## src/rtl/hcsr04_emulador_if.sv

```systemverilog
// Trigger/echo link between a range-meter front end (master) and the
// HC-SR04 emulator (slave), plus the debug state code.
interface hcsr04_emulador_if;
    logic        trigger;
    logic [11:0] distancia;
    logic        echo;
    logic        ocupado;
    logic        fora_alcance;
    logic [3:0]  db_estado;

    modport master (
        output trigger,
        output distancia,
        input  echo,
        input  ocupado,
        input  fora_alcance,
        input  db_estado
    );

    modport slave (
        input  trigger,
        input  distancia,
        output echo,
        output ocupado,
        output fora_alcance,
        output db_estado
    );
endinterface

```

## src/rtl/hcsr04_emulador.sv

```systemverilog
// HC-SR04 ultrasonic sensor emulator: accepts a trigger pulse, waits a fixed
// response delay and answers with an echo pulse whose width encodes a
// programmed BCD distance in centimetres.
module hcsr04_emulador #(
    parameter int CYCLES_PER_CM     = 2941,
    parameter int TRIG_MIN_CYCLES   = 500,
    parameter int ECHO_DELAY_CYCLES = 20000,
    parameter int MAX_CM            = 400,
    parameter int TIMEOUT_CYCLES    = 1900000,
    parameter int HOLDOFF_CYCLES    = 500000
) (
    input  logic                clock,
    input  logic                reset,
    hcsr04_emulador_if.slave    bus
);

    typedef enum logic [3:0] {
        OCIOSO       = 4'd0,
        TRIGGER_ALTO = 4'd1,
        ATRASO       = 4'd2,
        ECO          = 4'd3,
        RECUPERA     = 4'd4
    } estado_t;

    // Terminal counts; the ATRASO count is offset by the cycle spent
    // registering the accepted fall, so echo rises exactly ECHO_DELAY_CYCLES
    // after the fall is detected.
    localparam logic [21:0] TRIG_MIN_M1   = 22'(TRIG_MIN_CYCLES - 1);
    localparam logic [21:0] ATRASO_FIM    = 22'(ECHO_DELAY_CYCLES - 2);
    localparam logic [21:0] RECUPERA_FIM  = 22'(HOLDOFF_CYCLES - 1);
    localparam logic [21:0] LARGURA_TMO   = 22'(TIMEOUT_CYCLES);
    localparam logic [21:0] CM_CICLOS     = 22'(CYCLES_PER_CM);
    localparam logic [9:0]  MAX_CM_BIN    = 10'(MAX_CM);

    // True when all three BCD digits are decimal.
    function automatic logic bcd_valido(input logic [11:0] d);
        return (d[11:8] <= 4'd9) && (d[7:4] <= 4'd9) && (d[3:0] <= 4'd9);
    endfunction

    // Converts a valid 3-digit BCD value to binary (0..999).
    function automatic logic [9:0] bcd_para_bin(input logic [11:0] d);
        return (10'(d[11:8]) * 10'd100) + (10'(d[7:4]) * 10'd10) + 10'(d[3:0]);
    endfunction

    estado_t     estado_r;
    logic [21:0] cnt_r;
    logic [21:0] largura_r;
    logic        echo_r;
    logic        ocupado_r;
    logic        fora_r;

    logic        sync1_r;
    logic        sync2_r;
    logic        trig_ant_r;

    logic        subida_s;
    logic        descida_s;
    logic [9:0]  bin_s;
    logic [21:0] largura_s;
    logic        fora_s;

    // Two-flop synchronizer for the asynchronous trigger plus the delayed copy
    // used for edge detection.
    always_ff @(posedge clock or negedge reset) begin
        if (!reset) begin
            sync1_r    <= 1'b0;
            sync2_r    <= 1'b0;
            trig_ant_r <= 1'b0;
        end else begin
            sync1_r    <= bus.trigger;
            sync2_r    <= sync1_r;
            trig_ant_r <= sync2_r;
        end
    end

    // Edge detection on the synchronized trigger.
    always_comb begin
        subida_s  = sync2_r & ~trig_ant_r;
        descida_s = ~sync2_r & trig_ant_r;
    end

    // Echo width for the current distancia; invalid, zero or out-of-range
    // distances fall back to the timeout width.
    always_comb begin
        bin_s = bcd_para_bin(bus.distancia);
        if (!bcd_valido(bus.distancia) || (bin_s == 10'd0) || (bin_s > MAX_CM_BIN)) begin
            largura_s = LARGURA_TMO;
            fora_s    = 1'b1;
        end else begin
            largura_s = 22'(bin_s) * CM_CICLOS;
            fora_s    = 1'b0;
        end
    end

    // Main measurement FSM with registered echo/ocupado/fora_alcance.
    always_ff @(posedge clock or negedge reset) begin
        if (!reset) begin
            estado_r  <= OCIOSO;
            cnt_r     <= 22'd0;
            largura_r <= 22'd0;
            echo_r    <= 1'b0;
            ocupado_r <= 1'b0;
            fora_r    <= 1'b0;
        end else begin
            case (estado_r)
                OCIOSO: begin
                    echo_r <= 1'b0;
                    if (subida_s) begin
                        estado_r  <= TRIGGER_ALTO;
                        cnt_r     <= 22'd0;
                        ocupado_r <= 1'b1;
                    end else begin
                        ocupado_r <= 1'b0;
                    end
                end
                TRIGGER_ALTO: begin
                    // cnt_r counts high cycles after the rising one, hence
                    // the comparison against TRIG_MIN_CYCLES - 1.
                    if (descida_s) begin
                        cnt_r <= 22'd0;
                        if (cnt_r >= TRIG_MIN_M1) begin
                            largura_r <= largura_s;
                            fora_r    <= fora_s;
                            estado_r  <= ATRASO;
                        end else begin
                            estado_r  <= OCIOSO;
                            ocupado_r <= 1'b0;
                        end
                    end else if (cnt_r < TRIG_MIN_M1) begin
                        cnt_r <= cnt_r + 22'd1;
                    end else begin
                        cnt_r <= cnt_r;
                    end
                end
                ATRASO: begin
                    if (cnt_r == ATRASO_FIM) begin
                        estado_r <= ECO;
                        echo_r   <= 1'b1;
                        cnt_r    <= 22'd0;
                    end else begin
                        cnt_r <= cnt_r + 22'd1;
                    end
                end
                ECO: begin
                    if (cnt_r == (largura_r - 22'd1)) begin
                        estado_r <= RECUPERA;
                        echo_r   <= 1'b0;
                        cnt_r    <= 22'd0;
                    end else begin
                        cnt_r <= cnt_r + 22'd1;
                    end
                end
                RECUPERA: begin
                    if (cnt_r == RECUPERA_FIM) begin
                        estado_r  <= OCIOSO;
                        ocupado_r <= 1'b0;
                        cnt_r     <= 22'd0;
                    end else begin
                        cnt_r <= cnt_r + 22'd1;
                    end
                end
                default: begin
                    estado_r  <= OCIOSO;
                    echo_r    <= 1'b0;
                    ocupado_r <= 1'b0;
                    cnt_r     <= 22'd0;
                end
            endcase
        end
    end

    assign bus.echo         = echo_r;
    assign bus.ocupado      = ocupado_r;
    assign bus.fora_alcance = fora_r;
    assign bus.db_estado    = estado_r;

endmodule

```

## src/flat_wrapper.sv

```systemverilog
// flat-port wrapper written by rule: the top's interface ports become plain ports
module hcsr04_emulador_flat 
#(
    parameter int CYCLES_PER_CM     = 2941,
    parameter int TRIG_MIN_CYCLES   = 500,
    parameter int ECHO_DELAY_CYCLES = 20000,
    parameter int MAX_CM            = 400,
    parameter int TIMEOUT_CYCLES    = 1900000,
    parameter int HOLDOFF_CYCLES    = 500000
)
  (clock, reset, bus_trigger, bus_distancia, bus_echo, bus_ocupado, bus_fora_alcance, bus_db_estado);
  hcsr04_emulador_if bus_i ();
  input  logic clock;
  input  logic reset;
  input wire logic [$bits(bus_i.trigger)-1:0] bus_trigger;
  input wire logic [$bits(bus_i.distancia)-1:0] bus_distancia;
  output wire logic [$bits(bus_i.echo)-1:0] bus_echo;
  output wire logic [$bits(bus_i.ocupado)-1:0] bus_ocupado;
  output wire logic [$bits(bus_i.fora_alcance)-1:0] bus_fora_alcance;
  output wire logic [$bits(bus_i.db_estado)-1:0] bus_db_estado;
  assign bus_i.trigger = bus_trigger;
  assign bus_i.distancia = bus_distancia;
  assign bus_echo = bus_i.echo;
  assign bus_ocupado = bus_i.ocupado;
  assign bus_fora_alcance = bus_i.fora_alcance;
  assign bus_db_estado = bus_i.db_estado;
  hcsr04_emulador #(.CYCLES_PER_CM(CYCLES_PER_CM), .TRIG_MIN_CYCLES(TRIG_MIN_CYCLES), .ECHO_DELAY_CYCLES(ECHO_DELAY_CYCLES), .MAX_CM(MAX_CM), .TIMEOUT_CYCLES(TIMEOUT_CYCLES), .HOLDOFF_CYCLES(HOLDOFF_CYCLES)) u_core (.clock(clock), .reset(reset), .bus(bus_i));
endmodule
```

## config.mk

```make
export PLATFORM = sky130hd
export DESIGN_NAME = hcsr04_emulador_flat
export DESIGN_NICKNAME = d
export VERILOG_FILES = /design/src/rtl/hcsr04_emulador_if.sv /design/src/rtl/hcsr04_emulador.sv /design/src/flat_wrapper.sv
export SDC_FILE = /design/constraint.sdc
export NUM_CORES = 1
export LEC_CHECK = 0
export BUFFER_PORTS_ARGS = -buffer_cell sky130_fd_sc_hd__buf_2
export CORE_MARGIN = 2
export CORE_UTILIZATION = 57
export DETAILED_ROUTE_END_ITERATION = 12
export GPL_ROUTABILITY_DRIVEN = 1
export GPL_TIMING_DRIVEN = 0
export PLACE_DENSITY_LB_ADDON = 0.1
export SYNTH_ARGS = -nofsm -noshare
export SYNTH_HDL_FRONTEND = slang
export SYNTH_SLANG_ARGS = --single-unit
```

## constraint.sdc

```tcl
create_clock -name clock -period 4.75 [get_ports clock]
set_input_delay 0.7125 -clock clock [delete_from_list [all_inputs] [get_ports clock]]
set_output_delay 0.7125 -clock clock [all_outputs]
set_load 0.1 [all_outputs]
```

# Yosys cells after proc, flatten, opt, wreduce, memory -nomap -nowiden
# Index checks and enable logic that the tools add are counted.
# totals
register_bits,54
latchBits,0
mem_bits_rw,0
rom_bits,0
input_bits,15
output_inout_bits,7
n_memories,0
# classes
addsub,4
multipliers,3
n_div,0
n_lt_le_gt_ge,6
n_eq_ne,14
shifts,0
muxes,24
bitwise,6
reduce_logical,14
# ops
op,count
two-way mux 22 bit,7
case mux 22 bit (5 select lines),1
adder 22 x 1 -> 22 bit (second input constant),1
equality test 22 x 15 -> 1 bit (second input constant),1
equality test 22 x 19 -> 1 bit (second input constant),1
equality test 22 bit,1
greater-or-equal comparator 22 x 9 -> 1 bit (second input constant),1
less-than comparator 22 x 9 -> 1 bit (second input constant),1
multiplier 10 x 12 -> 22 bit (second input constant),1
subtractor 22 x 1 -> 22 bit (second input constant),1
two-way mux 4 bit,5
case mux 4 bit (5 select lines),1
less-or-equal comparator 4 bit (second input constant),3
adder 10 x 4 -> 10 bit,1
adder 10 x 8 -> 10 bit,1
> comparator 10 x 9 -> 1 bit (second input constant),1
logical NOT 10 bit,1
!= test 2 x 1 -> 1 bit (second input constant),5
equality test 4 x 2 -> 1 bit (second input constant),2
multiplier 4 x 5 -> 8 bit (second input constant),1
multiplier 4 x 3 -> 7 bit (second input constant),1
two-way mux 1 bit,7
AND reduction 3 bit,2
AND reduction 5 bit,1
other kinds (16),23

# Depth between registers and ports, before layout
# Gate-level depths: netlist of the first run.
# logic_depth
word_depth,7
ltp_mapped,32
mapped_depth_nobuf,32

# Worst setup path after synthesis of the first run
# Ideal clock, no wire load.
# synth_path
path_type,input port to flip-flop
startpoint,in bus_distancia[5]
endpoint,reg u_core.largura_r[19]
setup_time_ns,0.121
arrival_time_ns,7.385
path_slack_ns,-2.756
cell_stages,29
n_path_buf,0
path_cell_list,ha_1 ha_1 inv_1 fa_1 inv_1 ha_1 ha_1 o21ai_0 nor2_1 o21a_1 o21ai_0 a21oi_1 xnor2_1 inv_1 fa_1 fa_1 fa_1 fa_1 inv_1 fa_1 ha_1 nand3_1 a211oi_1 nor2_1 o221ai_1 a311o_1 a21oi_1 xnor2_1 o22a_1
# synth_via
elab_chain_cells,7
word_cells_on_any_way,13
# synth_lines
item,line,text
"start, declared",flat_wrapper.sv:16,input wire logic [$bits(bus_i.distancia)-1:0] bus_distancia;
"parallel branches: the longest is 6 deep, another holds multiplier 10 x 12 -> 22 bit",n/a,
two-way mux 22 bit (*),hcsr04_emulador.sv:86,if (!bcd_valido(bus.distancia) || (bin_s == 10'd0) || (bin_s > MAX_CM_BIN)) begin
"end signal, assigned",hcsr04_emulador.sv:122,largura_r <= largura_s;
"end, declared",hcsr04_emulador.sv:47,logic [21:0] largura_r;
# Every way passes the cells marked *.
# A chain may end at the register's enable or synchronous reset.

# Final worst setup path of the first run
# Ends and elaborated chain as after synthesis.

==> reports/metrics.yaml, run 1 <==
run_status:
  status: "finished with violations"
  violations: "setup timing"
sta:
  final-hold-violation-count: 0
  setup_slack_ns: -2.334
  finalSetupViolCount: 16
  timing.final.max_slew_violations: 0
  maxSlewHeadroom_pct: 19.59
  rsz0062_at_grt: "yes"
  period_share_pct: 149.1
  fmax_ghz: 0.1412
  min_period_ns: 7.084
  tightest_slew_ns: 1.206
  skew_ns: 0.01052
route:
  first_pass_iters: 5
  drcViolationCount: 0
  via_count: 5977
  routed_wirelength_microns: 18960
  ant_nets: 0
  wl_per_cell_microns: 19.26
  vias_per_cell: 6.074
  drt_iter0_drc: 374
clock_network:
  htree_levels: 2
  clk_pin_slew_ns: 0.07
  clk_path_buf_depth: 2
  cts_hold_buf: 0
  cts.sinks: 53
  cts_tree: "built"
  root_buffer: "clkbuf_16"
  cts_buffers: 5
  clk_latency_ns: 0.30
layout:
  finalNonFillerCells: 984
  multi_input_area_sq_um: 5677
  final_layout_size_suffix_gt1_share_pct: 25.93
  regArea_sq_um: 1326
  n_antenna_cell: 0
  fillers: 829
  syn_to_final_growth_pct: 23.44
  fin_nets: 999
critical_path:
  critPathKind: "in -> reg"
  cp-start-kind: "input port"
  crit_start: "bus_distancia[5]"
  cp.depth: 30
  cp_common_cell: "ha_4"
  arrival_ns: 7.27
  cp_slowest_cell: "fa_2"
  crit_path_end: "u_core.largura_r[19]"
  r2r_start: "u_core.cnt_r[6]"
  crit_buf_inv: 5
  slowest_delay_ns: 0.56
  crit_path_end_kind: "flop"
  worstRegToRegCells: 11
  cp_top_family: "adder cells"
  r2r_end: "u_core.largura_r[15]"
  crit_fanout: 4
  cp.required_ns: 4.94
  reg2reg_slack_ns: 1.19
global_routing:
  grt_max_degree: 54
  grt_pass1_vias: 6037
  antenna_found_initial: 0
  grt_pass1_wl_microns: 29550
  gr-usage-all-layers_pct: 28.59
  overflow: 0
logic_synthesis:
  synth-main-ff-cell: "dfrtp_1"
  syn_avg_cell_area_sq_um: 9.019
  synthArstFlopShare_pct: 100.0
  synth_enable_flop_cells: 0
  synth_fp_nets: 923
  netlist.area_leader.share_pct: 19.35
  yosysWarnings: 0
  syn-cell-area_sq_um: 6854
  ys_seq_elements: 53
  synth.area.top_cells: "dfrtp_1 19%, ha_1 18%, fa_1 14%, inv_1 5.6%, xnor2_1 3.7%"
  syn_inst: 760
  yosysTopAreaCell: "dfrtp_1"
  synth.distinct_cells: 77
  seq_area_frac_synth_pct: 19.35
floorplan:
  die-height_microns: 113.7
  core_sq_um: 11860
  dieArea_sq_um: 12920
  fp-row-count: 40
  initial_utilization_pct: 57.78
  die_x_microns: 113.7
  boundaryPins: 22
min_path:
  hp-class: "reg -> reg"
job:
  maxCapViolCount: 0
place:
  dpl.cell_count: 927
  gp_congestion: 0.9459
  detailed_place_hpwl_microns: 13200
  portBuffers: 20
layout make-up:
| type | instances | share of cell area (%) |
|---|---|---|
| Buffer | 29 | 2.159 |
| Clock buffer | 6 | 1.523 |
| Clock inverter | 2 | 0.1627 |
| Inverter | 102 | 4.584 |
| Multi-Input combinational cell | 574 | 67.10 |
| Sequential cell | 53 | 15.68 |
| Tap cell | 147 | 2.174 |
| Timing Repair Buffer | 71 | 6.625 |
kinds of logic after synthesis:
| family | synth area share (%) |
|---|---|
| buffers and inverters | 8.160 |
| other | 0.05471 |
| DFF | 19.35 |
| and+or+nand+nor | 15.85 |
| AOI/OAI and AO/OA | 17.60 |
| adders and majority gates | 32.16 |
| muxes | 0.4381 |
| xor gates and xnor gates | 6.389 |
placed cells by master (no fill, tap or decap), types with 5 or more instances in the layout:
master / Yosys / final
a21o_1: 6 / 6
a22o_1: 6 / 6
o22a_1: 6 / 6
nor3_1: 18 / 15
nor2b_1: 6 / 5
nand4_1: 13 / 13
nand2_1: 30 / 28
inv_2: 0 / 16
or4_1: 8 / 8
nand2b_1: 17 / 17
xor2_1: 21 / 17
o21a_1: 6 / 6
dfrtp_1: 53 / 53
and3_1: 10 / 10
a21oi_1: 40 / 25
a21oi_2: 9 / 20
clkbuf_16: 0 / 5
nand3_1: 17 / 14
buf_2: 3 / 20
nor2_1: 47 / 42
inv_1: 102 / 84
fa_2: 0 / 6
ha_4: 0 / 26
buf_6: 7 / 19
fa_1: 47 / 41
clkbuf_1: 19 / 17
o21ai_0: 29 / 15
a211oi_1: 7 / 6
xnor2_1: 29 / 24
o21ai_1: 4 / 14
ha_1: 101 / 72
or3_1: 5 / 5
buf_4: 1 / 40
a31oi_1: 19 / 18
worst min path at each step:
stage          cells after the start              to      startpoint
2_1_floorplan                      0  u_core.sync2_r  u_core.sync1_r
3_3_place_gp                       0  u_core.sync2_r  u_core.sync1_r
3_5_place_dp                       0  u_core.sync2_r  u_core.sync1_r
4_1_cts                            0  u_core.sync2_r  u_core.sync1_r
5_1_grt                            0  u_core.sync2_r  u_core.sync1_r
6_report                           0  u_core.sync2_r  u_core.sync1_r
synthesized netlist by cell type, drive strengths merged (9+ instances only):
cell type / count
and3: 10
nand3: 17
buf: 12
nand2: 31
a31oi: 20
dfrtp: 53
xor2: 21
fa: 47
or4: 9
a211oi: 9
o21ai: 34
nand2b: 17
a21oi: 49
inv: 102
xnor2: 29
ha: 101
nor2: 47
clkbuf: 19
nor3: 18
nand4: 14
what timing repair did:
action	4_1_cts	5_1_grt
endpoints found under the setup margin	17	23
cloned	0	2
gates resized for setup	81	54
pin swaps	59	37
buffers inserted	40	11
worst register-to-register path, delay by kind of cell (launching register included):
family	cells	cell delay (ns)
simple gates	5	1.69
compound gates	4	0.84
buf+inv	2	0.58
flops	1	0.33
registers in the layout, indices dropped and copies added (netlist names):
register,cells
u_core.bus.db_estado,3
u_core.bus.echo,1
u_core.bus.fora_alcance,1
u_core.bus.ocupado,1
u_core.cnt_r,22
u_core.largura_r,22
u_core.sync1_r,1
u_core.sync2_r,1
u_core.trig_ant_r,1
metrics by stage:
| stage | utilization (%) | instance area (sq um) | setup TNS, ns | worst slack [ns] | hold WS [ns] |
|---|---|---|---|---|---|
| floorplan | - | 7014 | -26.98 | -2.359 | 0.3312 |
| global placement | 61.53 | 7298 | -35.78 | -2.867 | 0.3396 |
| detailed placement | 61.53 | 7298 | -37.66 | -3.037 | 0.3473 |
| CTS | 68.77 | 8157 | -24.95 | -2.201 | 0.3637 |
| global route | 71.33 | 8461 | -29.18 | -2.471 | 0.3700 |
| finish | 71.33 | 8461 | -26.98 | -2.334 | 0.3574 |
per-layer routing:
layer  up-vias  track usage [%]  wire [microns]
met1      2982            35.92            7967
met4         0            9.919             606
li1       2810                -               -
met2       136            51.66            9885
met3        49            2.604             495
met5         -                0               0
Power of run 1 is left out: the tool's default activity adds up to more than one toggle a clock period on the data nets, which glitch-free logic cannot reach.
==> run 2: changes to the inputs <==
==> constraint.sdc (replaced) <==
create_clock -name clock -period 6.93 [get_ports clock]
set_input_delay 1.0395 -clock clock [delete_from_list [all_inputs] [get_ports clock]]
set_output_delay 1.0395 -clock clock [all_outputs]
set_load 0.05 [all_outputs]
==> reports/metrics.yaml, run 2 (synthesis gave the netlist of run 1 again) <==
place:
  portBuffers: 20
  gp_congestion: 0.9436
  placed_cell_area_sq_um: 7262
  detailed_place_hpwl_microns: 12900
floorplan:
  dieArea_sq_um: 12920
  fp-row-count: 40
  die_x_microns: 113.7
  die-height_microns: 113.7
  boundaryPins: 22
  initial_utilization_pct: 57.78
  core_sq_um: 11860
global_routing:
  grt.busiest_layer: "met2"
  overflow: 0
  grtUsageMet1_pct: 36.33
  grtUsageMet3_pct: 2.497
  grt_max_degree: 54
  grt_pass1_wl_microns: 27980
  antenna_found_initial: 0
  gr-usage-all-layers_pct: 26.96
  grt_pass1_vias: 5645
  grt_use_met2_pct: 45.99
route:
  drt_iter0_drc: 324
  drcViolationCount: 0
  first_pass_iters: 5
  wl_per_cell_microns: 17.68
  routed_wirelength_microns: 17060
  vias_per_cell: 5.855
  ant_nets: 0
  via_count: 5650
layout:
  multi_input_area_sq_um: 5458
  final_cell_mix: "96 x inv_1, 85 x ha_1, 53 x dfrtp_1"
  design_area_sq_um: 8039
  final_layout_size_suffix_gt1_share_pct: 19.56
  fin_nets: 980
  fin_util_pct: 67.77
  layout_commonest_cell: "inv_1"
  n_antenna_cell: 0
  regArea_sq_um: 1326
  syn_to_final_growth_pct: 17.29
  fillers: 947
sta:
  tightest_slew_ns: 1.167
  fmax_ghz: 0.1360
  timing.final.max_slew_violations: 0
  maxSlewHeadroom_pct: 22.17
  finalSetupViolCount: 9
  setup_slack_ns: -0.4226
  period_share_pct: 106.1
  skew_ns: 0.01238
  final-hold-violation-count: 0
  rsz0062_at_grt: "yes"
  min_period_ns: 7.353
critical_path:
  slowest_delay_ns: 0.57
  critPathKind: "in -> reg"
  reg2reg_slack_ns: 3.21
  cp_slowest_cell: "fa_2"
  crit_path_end_kind: "flop"
  cp-start-kind: "input port"
  worstRegToRegCells: 11
  r2r_end: "u_core.largura_r[10]"
  crit_start: "bus_distancia[7]"
  cp.required_ns: 7.11
  crit_path_end: "u_core.largura_r[19]"
  arrival_ns: 7.53
  crit_fanout: 3
  r2r_start: "u_core.cnt_r[6]"
clock_network:
  cts_hold_buf: 0
  root_buffer: "clkbuf_16"
  cts_tree: "built"
  cts.sinks: 53
  cts_buffers: 5
  htree_levels: 2
  clk_latency_ns: 0.30
  clk_path_buf_depth: 2
  clk_pin_slew_ns: 0.07
run_status:
  violations: "setup timing"
  status: "finished with violations"
min_path:
  hp-class: "reg -> reg"
job:
  maxCapViolCount: 0
-- run 2: changes by cell type in the layout (fill, tap and decap cells not counted), moves of 7 or more --
cell	change
inv_2	-10
ha_4	-12
a21oi_1	+7
inv_1	+12
buf_6	-11
ha_1	+13
buf_4	-9
-- run 2: layout make-up --
| type | instances | share of cell area, % |
|---|---|---|
| buffer | 29 | 2.101 |
| clock buffer | 6 | 1.603 |
| clock inverter | 2 | 0.1712 |
| inverter | 102 | 4.763 |
| multi-input combinational | 574 | 67.89 |
| sequential | 53 | 16.50 |
| tap | 147 | 2.288 |
| timing repair buffer | 52 | 4.685 |
-- run 2: how the worst min path moves through the flow --
| stage | cells after the start | slack [ns] | startpoint | to |
|---|---|---|---|---|
| 3_5_place_dp | 0 | 0.35 | u_core.sync1_r | u_core.sync2_r |
| 6_report | 0 | 0.37 | u_core.sync1_r | u_core.sync2_r |
| 3_3_place_gp | 0 | 0.34 | u_core.sync1_r | u_core.sync2_r |
| 4_1_cts | 0 | 0.37 | u_core.sync1_r | u_core.sync2_r |
| 5_1_grt | 0 | 0.38 | u_core.sync1_r | u_core.sync2_r |
| 2_1_floorplan | 0 | 0.33 | u_core.sync1_r | u_core.sync2_r |
-- run 2: metal layers --
metal  vias to the layer above  routed length [microns]  part of all wire [%]
met4                         0                      452                   2.6
met2                       115                     8484                    50
met3                        38                      474                   2.8
met1                      2726                     7648                    45
li1                       2771                        -                     -
met5                         -                        0                     0
-- run 2: metrics by stage --
step                      worst slack [ns]  hold WS, ns  cells  TNS [ns]
after global routing               -0.6483       0.3780    965    -4.975
after CTS                          -0.4010       0.3704    961    -1.891
final                              -0.4226       0.3655    965    -2.411
after global placement              -1.083       0.3381    927    -8.795
after floorplan                    -0.5064       0.3312    760    -2.751
after detailed placement            -1.189       0.3538    927    -9.926
-- run 2: worst max-delay path: cells and delay by family --
| family | cells | cell delay, ns |
|---|---|---|
| simple gates | 4 | 0.38 |
| buf+inv | 6 | 0.44 |
| xor+xnor | 2 | 0.23 |
| fa+ha+maj | 11 | 4.16 |
| compound gates | 8 | 1.26 |
-- run 2: timing repair --
item,4_1_cts,5_1_grt
endpoints found under the setup margin,11,11
setup buffers,29,6
gates resized for setup,40,35
gates cloned,0,0
pin swaps,43,22
Power of run 2 is left out for the same reason.
==> run 3: changes to the inputs <==
Settings changed: CELL_PAD_IN_SITES_DETAIL_PLACEMENT set to 0, CELL_PAD_IN_SITES_GLOBAL_PLACEMENT set to 1, CORE_UTILIZATION 57 to 50.
==> reports/metrics.yaml, run 3 (synthesis gave the netlist of run 1 again) <==
sta:
  timing.final.max_slew_violations: 0
  min_period_ns: 7.315
  finalSetupViolCount: 8
  final-hold-violation-count: 0
  fmax_ghz: 0.1367
  setup_tns_ns: -2.377
  skew_ns: 0.01238
  rsz0062_at_grt: "yes"
  maxSlewHeadroom_pct: 31.78
  period_share_pct: 105.6
  setup_slack_ns: -0.3848
  tightest_slew_ns: 1.013
clock_network:
  cts_hold_buf: 0
  cts_buffers: 5
  cts.sinks: 53
  clk_path_buf_depth: 2
  root_buffer: "clkbuf_16"
  cts_tree: "built"
  htree_levels: 2
  clk_latency_ns: 0.30
  clk_pin_slew_ns: 0.07
floorplan:
  dieArea_sq_um: 14660
  initial_utilization_pct: 51.55
  core_sq_um: 13300
  boundaryPins: 22
  die-height_microns: 121.1
  fp-row-count: 42
  die_x_microns: 121.1
layout:
  final_cell_mix: "97 x inv_1, 84 x ha_1, 53 x dfrtp_1"
  final_layout_size_suffix_gt1_share_pct: 19.39
  syn_to_final_growth_pct: 19.02
  fillers: 1154
  fin_nets: 982
  layout_commonest_cell: "inv_1"
  fin_util_pct: 61.36
  n_antenna_cell: 0
global_routing:
  gr-usage-all-layers_pct: 24.36
  antenna_found_initial: 0
  overflow: 0
  grt_max_degree: 54
  grt_pass1_wl_microns: 28320
  grt_pass1_vias: 5669
critical_path:
  crit_fanout: 3
  crit_buf_inv: 5
  cp.required_ns: 7.11
  crit_path_end_kind: "flop"
  cp_slowest_cell: "fa_2"
  arrival_ns: 7.50
  critPathKind: "in -> reg"
  cp-start-kind: "input port"
  cp_top_family: "adder cells"
  slowest_delay_ns: 0.57
run_status:
  violations: "setup timing"
  status: "finished with violations"
place:
  gp_congestion: 0.8666
  detailed_place_hpwl_microns: 13280
  portBuffers: 20
route:
  ant_nets: 0
  routed_wirelength_microns: 17280
  drt_iter0_drc: 292
  via_count: 5725
  vias_per_cell: 5.748
  first_pass_iters: 4
  wl_per_cell_microns: 17.35
  drcViolationCount: 0
min_path:
  hp-class: "reg -> reg"
job:
  maxCapViolCount: 0
==> run 3: layer usage <==
layer | vias to the layer above | track usage [%] | share of wire [%]
met3 | 46 | 1.551 | 2.6
met1 | 2797 | 32.80 | 45
met5 | - | 0 | 0
met2 | 116 | 40.27 | 49
li1 | 2766 | - | -
met4 | 0 | 11.05 | 4.0
==> run 3: metrics by stage <==
| step | std cells | worst slack (ns) | area, sq um | hold slack, ns |
|---|---|---|---|---|
| finish | 996 | -0.3848 | 8158 | 0.3711 |
| global route | 996 | -0.6429 | 8158 | 0.3879 |
| CTS | 993 | -0.3383 | 7984 | 0.3640 |
| detailed placement | 956 | -1.204 | 7298 | 0.3388 |
| global placement | 956 | -1.133 | 7298 | 0.3408 |
| floorplan | 760 | -0.5064 | 6978 | 0.3312 |
==> run 3: worst reg2reg max path: cells and delay by family (launching register included) <==
family | cells | cell delay (ns)
buffers and inverters | 2 | 0.66
AO/OA/AOI/OAI | 4 | 0.90
AND/OR/NAND/NOR | 5 | 1.70
flip-flops | 1 | 0.33
==> run 3: area by class of cell <==
class                      count  area (sq um)  share of cell area (%)
buffer                        29         168.9                   2.071
clock buffer                   6         138.9                   1.702
clock inverter                 2         37.54                  0.4601
inverter                     102         382.9                   4.693
multi-input combinational    574          5474                   67.10
sequential                    53          1326                   16.26
tap                          176         220.2                   2.699
timing repair buffer          54         409.1                   5.015
==> run 3: repair_timing <==
| action | 4_1_cts | 5_1_grt |
|---|---|---|
| resized for setup | 44 | 30 |
| pin swaps | 44 | 14 |
| gates cloned | 0 | 0 |
| setup endpoints to repair | 11 | 11 |
| buffers inserted | 32 | 3 |
==> run 3: worst paths after layout <==
| path | startpoint | end | slack, ns | depth (start not counted) |
|---|---|---|---|---|
| worst max-delay path | bus_distancia[7] | u_core.largura_r[19] | -0.38 | 30 |
| worst min-delay path | u_core.sync1_r | u_core.sync2_r | 0.37 | 0 |
| worst max register to register | u_core.cnt_r[6] | u_core.largura_r[14] | 3.21 | 11 |
| worst min register to register | u_core.sync1_r | u_core.sync2_r | 0.37 | 0 |
| max in group asynchronous | reset | u_core.cnt_r[18] | 5.69 | 1 |
| min in group asynchronous | reset | u_core.largura_r[10] | 0.77 | 1 |
Power of run 3 is left out for the same reason.
